==> config.mk <==
export PLATFORM = sky130hd
export DESIGN_NAME = input_buffer_ctrl
export DESIGN_NICKNAME = d
export VERILOG_FILES = /design/src/rtl/input_buffer_ctrl.sv
export SDC_FILE = /design/constraint.sdc
export NUM_CORES = 1
export LEC_CHECK = 0
export CORE_MARGIN = 4
export CORE_UTILIZATION = 53
export DETAILED_ROUTE_END_ITERATION = 6
export MAX_ROUTING_LAYER = met4
export PLACE_DENSITY = 0.89
export SETUP_SLACK_MARGIN = 0.15
export SYNTH_ARGS = -nofsm -noshare
export SYNTH_HDL_FRONTEND = slang
export SYNTH_SLANG_ARGS = --single-unit
==> constraint.sdc <==
create_clock -name clk -period 5.85 [get_ports clk]
set_input_delay 1.17 -clock clk [delete_from_list [all_inputs] [get_ports clk]]
set_output_delay 1.17 -clock clk [all_outputs]
set_load 0.005 [all_outputs]
==> src/rtl/input_buffer_ctrl.sv <==
// Head/tail sequencer for the input buffer vector RAM with read-latency alignment.
// Optional overflow drop counter enabled by defining IB_DROP_COUNT_EN.
module input_buffer_ctrl #(
  parameter int IB_DEPTH    = 4,
  parameter int RAM_LATENCY = 1,
  parameter int CNT_WIDTH   = 16
) (
  input  logic                         clk,
  input  logic                         rst,
  input  logic                         enqueue,
  input  logic                         eof_in,
  input  logic                         ready_in,
  input  logic                         flush,
  output logic                         wr_en,
  output logic [$clog2(IB_DEPTH)-1:0]  wr_addr,
  output logic                         rd_en,
  output logic [$clog2(IB_DEPTH)-1:0]  rd_addr,
  output logic                         valid_out,
  output logic                         eof_out,
  output logic                         full,
  output logic                         empty,
  output logic [$clog2(IB_DEPTH):0]    occupancy
`ifdef IB_DROP_COUNT_EN
  ,
  output logic [CNT_WIDTH-1:0]         drop_count
`endif
);

  localparam int AW = $clog2(IB_DEPTH);

  if (IB_DEPTH < 2 || RAM_LATENCY < 1 ||
      RAM_LATENCY > 4 || CNT_WIDTH < 1) begin : g_bad_param
    $error("input_buffer_ctrl: bad parameter");
  end

  typedef enum logic {
    RUN   = 1'b0,
    FLUSH = 1'b1
  } state_e;

  state_e                 state_q, state_d;
  logic [AW-1:0]          head_q, head_d;
  logic [AW-1:0]          tail_q, tail_d;
  logic [AW:0]            occ_q, occ_d;
  logic [IB_DEPTH-1:0]    eof_mem_q, eof_mem_d;
  logic [RAM_LATENCY-1:0] vpipe_q, vpipe_d;
  logic [RAM_LATENCY-1:0] epipe_q, epipe_d;
  logic [2:0]             drain_q, drain_d;
  logic                   run;

  assign run       = (state_q == RUN);
  assign full      = (occ_q == (AW+1)'(IB_DEPTH));
  assign empty     = (occ_q == '0);
  assign occupancy = occ_q;

  assign wr_en   = enqueue & ~full & run;
  assign wr_addr = head_q;
  assign rd_en   = ~empty & ready_in & run;
  assign rd_addr = tail_q;

  assign valid_out = vpipe_q[RAM_LATENCY-1];
  assign eof_out   = epipe_q[RAM_LATENCY-1];

  always_comb begin
    state_d   = state_q;
    head_d    = head_q;
    tail_d    = tail_q;
    occ_d     = occ_q;
    eof_mem_d = eof_mem_q;
    drain_d   = drain_q;
    vpipe_d   = '0;
    epipe_d   = '0;

    if (wr_en) begin
      head_d            = head_q + 1'b1;
      eof_mem_d[head_q] = eof_in;
    end
    if (rd_en) tail_d = tail_q + 1'b1;

    unique case ({wr_en, rd_en})
      2'b10:   occ_d = occ_q + 1'b1;
      2'b01:   occ_d = occ_q - 1'b1;
      default: occ_d = occ_q;
    endcase

    // Reads already issued keep draining through the pipe in every state
    vpipe_d[0] = rd_en;
    epipe_d[0] = rd_en & eof_mem_q[tail_q];
    for (int i = 1; i < RAM_LATENCY; i++) begin
      vpipe_d[i] = vpipe_q[i-1];
      epipe_d[i] = epipe_q[i-1];
    end

    unique case (state_q)
      RUN: begin
        if (flush) begin
          state_d = FLUSH;
          drain_d = 3'(RAM_LATENCY);
        end
      end
      FLUSH: begin
        drain_d = drain_q - 1'b1;
        if (drain_q <= 3'd1) begin
          state_d = RUN;
          drain_d = '0;
          head_d  = '0;
          tail_d  = '0;
          occ_d   = '0;
        end
      end
      default: state_d = RUN;
    endcase
  end

  always_ff @(posedge clk or posedge rst) begin
    if (rst) begin
      state_q   <= RUN;
      head_q    <= '0;
      tail_q    <= '0;
      occ_q     <= '0;
      eof_mem_q <= '0;
      drain_q   <= '0;
      vpipe_q   <= '0;
      epipe_q   <= '0;
    end else begin
      state_q   <= state_d;
      head_q    <= head_d;
      tail_q    <= tail_d;
      occ_q     <= occ_d;
      eof_mem_q <= eof_mem_d;
      drain_q   <= drain_d;
      vpipe_q   <= vpipe_d;
      epipe_q   <= epipe_d;
    end
  end

`ifdef IB_DROP_COUNT_EN
  logic [CNT_WIDTH-1:0] drop_q, drop_d;

  always_comb begin
    drop_d = drop_q;
    if (enqueue && full && run && (drop_q != '1))
      drop_d = drop_q + 1'b1;
  end

  always_ff @(posedge clk or posedge rst) begin
    if (rst) drop_q <= '0;
    else     drop_q <= drop_d;
  end

  assign drop_count = drop_q;
`endif

endmodule

==> impl_metrics.yaml <==
status:
  outcome: "finished, final reports clean"
yosys:
  synth.most_common_cell: "dfrtp_1"
  synth_cells: 88
  async_reset_ff_share_pct: 100.0
  synthTopCellsByCount: "dfrtp_1 (17), inv_1 (9), ha_1 (7), nor2_1 (7), o21ai_0 (7)"
  avgSynthCellArea_um2: 10.71
  synth_ff_type: "dfrtp_1"
  synth_edf_count: 0
  ys_seq_area_share_pct: 45.15
  yosys.area.top_type: "dfrtp_1"
  synth_top_area_share_pct: 45.15
  yosys_warnings: 0
  netlist_area_um2: 942.2
  ys_ff_latch: 17
  syn_nets: 102
  synth.distinct_cells: 29
  synth_area_leaders: "dfrtp_1 (45%), ha_1 (9.3%), mux2_1 (4.8%)"
clock_network:
  clk-insertion-delay-late_ps: 280
  numCtsBuffers: 3
  cts-resized-gates: 0
  clock-sinks: 17
  cts_buffer_depth: 2
  cts_max_level: 1
  cts-root-buf: "clkbuf_4"
  cts_setup_buffers: 0
  clk_pin_slew_ps: 100
  cts_tree: "done"
  cts_hold_buf: 0
sta:
  relSlewSlack_pct: 50.26
  rsz0062_at_grt: "no"
  drv_slew: 0
  final.period_utilization_pct: 69.50
  fin_worst_skew_ps: 0.9791
  fin_setup_tns_ps: 0
  layout_min_cycle_time_ps: 4066
  tightest_slew_ps: 744.5
  setup_violations: 0
  layout_setup_ws_ps: 1784
  max_freq_mhz: 246.0
  finalHoldViolations: 0
critical_path:
  required_ps: 4680
  cp-end-kind: "primary output"
  cp_max_fo: 7
  arrival_ps: 2900
  path_class: "in2out"
  worstSetupStartpointType: "input port"
routing:
  ant_nets: 0
  dr_total_vias: 691
  wl_per_cell_um: 13.73
  first_pass_iters: 2
  routed_wl_um: 1812
  drtIter0Drc: 7
  drc: 0
  avgViaCountPerCell: 5.235
power_and_ir_drop:
  pwr-share-clk_pct: 11.9
  internal_power_w: 0.0003181
  p_comb_share_pct: 48.7
  switchingPower_w: 0.0002007
  power_density_mw_per_mm2: 446.8
  ir_drop_mv: 0.2681
  seqPwrFrac_pct: 39.4
  leakage_nw: 0.5044
  switching_share_pct: 38.68
floorplan:
  die_area_mm2: 0.002516
  fp.dieW_um: 50.16
  initial_utilization_pct: 59.11
  row_count: 14
  coreArea_mm2: 0.001594
  ioPinCount: 19
  die_h_um: 50.16
job:
  maxCapViolations: 0
min_path:
  hold_path.class: "reg2reg"
global_route:
  grt_max_degree: 18
  grt_pass1_wl_um: 3229
  first_global_vias: 726
  overflow: 0
  antenna_found_initial: 0
  grt_use_total_pct: 17.34
layout:
  drive_gt1_share_pct: 10.19
  diodes: 0
  fillerInstances: 120
  final_nets: 123
  final_area_mm2: 0.001161
  fin_util_pct: 72.84
  area_growth_pct: 23.24
placement:
  place_congestion: 0.8073
  postPlaceCellArea_mm2: 0.001134
  dpl.hpwl_um: 1394
  place.port_buffers: 18
  dp_worst_setup_slack_ps: 1791
## worst max-delay path, cell delays in order
cell and delay [ps]:
clkdlybuf4s50_1 470, nor2b_1 610, nand2_8 80, inv_4 80
clkdlybuf4s50_1 490
## power by group through the flow
stage                     Clock (W)  Combinational (W)  Sequential (W)
after global routing      0.0000706           0.000285        0.000212
after floorplan                   0           0.000163        0.000197
after CTS                 0.0000629           0.000256        0.000205
final                     0.0000618           0.000252        0.000205
after detailed placement          0           0.000254        0.000207
after global placement            0           0.000242        0.000202
## cells in the final DEF, fill, tap and decap left out, types with 3 or more instances in the layout
cell	n
clkdlybuf4s50_1	18
nor2_1	7
dfrtp_1	17
nand2b_1	3
o21ai_1	3
mux2_1	4
ha_1	7
clkbuf_4	3
nand3_1	6
inv_1	9
a21oi_1	3
o21ai_0	7
## final cells by class
class | instances | area (um2) | share of cell area [%]
Sequential cell | 17 | 425.4 | 36.64
Clock inverter | 1 | 5.005 | 0.4310
Clock buffer | 3 | 22.52 | 1.940
Timing Repair Buffer | 18 | 180.2 | 15.52
Tap cell | 24 | 30.03 | 2.586
Inverter | 10 | 40.04 | 3.448
Multi-Input combinational cell | 59 | 457.9 | 39.44
## logic make-up after synthesis
family | share of synthesized area, %
simple gates | 18.19
flops | 45.15
compound gates | 9.959
buf+inv | 6.242
fa+ha+maj | 11.42
mux | 7.171
xor+xnor | 1.860
## metal layers
| layer | wire length, um | GRT usage [%] | share of wire (%) |
|---|---|---|---|
| met2 | 970 | 30.43 | 54 |
| met5 | 0 | - | 0 |
| met1 | 773 | 19.81 | 43 |
| met3 | 58 | 4.142 | 3.2 |
| met4 | 8 | 4.147 | 0.44 |
## state kept, by name (all words and copies together) (netlist names)
register / flops
drain_q: 3
occupancy: 3
wr_addr: 2
eof_mem_q: 4
valid_out: 1
state_q: 1
rd_addr: 2
eof_out: 1
## metrics by stage
step / power (W) / hold slack (ps) / instances
2_1_floorplan: 0.0003598 / 458.7 / 88
3_3_place_gp: 0.0004442 / 472.9 / 128
3_5_place_dp: 0.0004611 / 482.4 / 128
4_1_cts: 0.0005234 / 505.6 / 132
5_1_grt: 0.0005681 / 530.9 / 132
6_report: 0.0005187 / 504.9 / 132
## worst paths after layout
path | start | endpoint | slack (ps) | cells past startpoint
setup reg to reg | occupancy[1] | occupancy[2] | 3270 | 8
hold / removal | eof_mem_q[2] | eof_mem_q[2] | 500 | 1
setup / recovery | enqueue | wr_en | 1780 | 5
min in group asynchronous | rst | drain_q[0] | 1260 | 2
max in group asynchronous | rst | eof_mem_q[0] | 4180 | 2
hold reg to reg | eof_mem_q[2] | eof_mem_q[2] | 500 | 1
(Power assumes the default switching activity.)
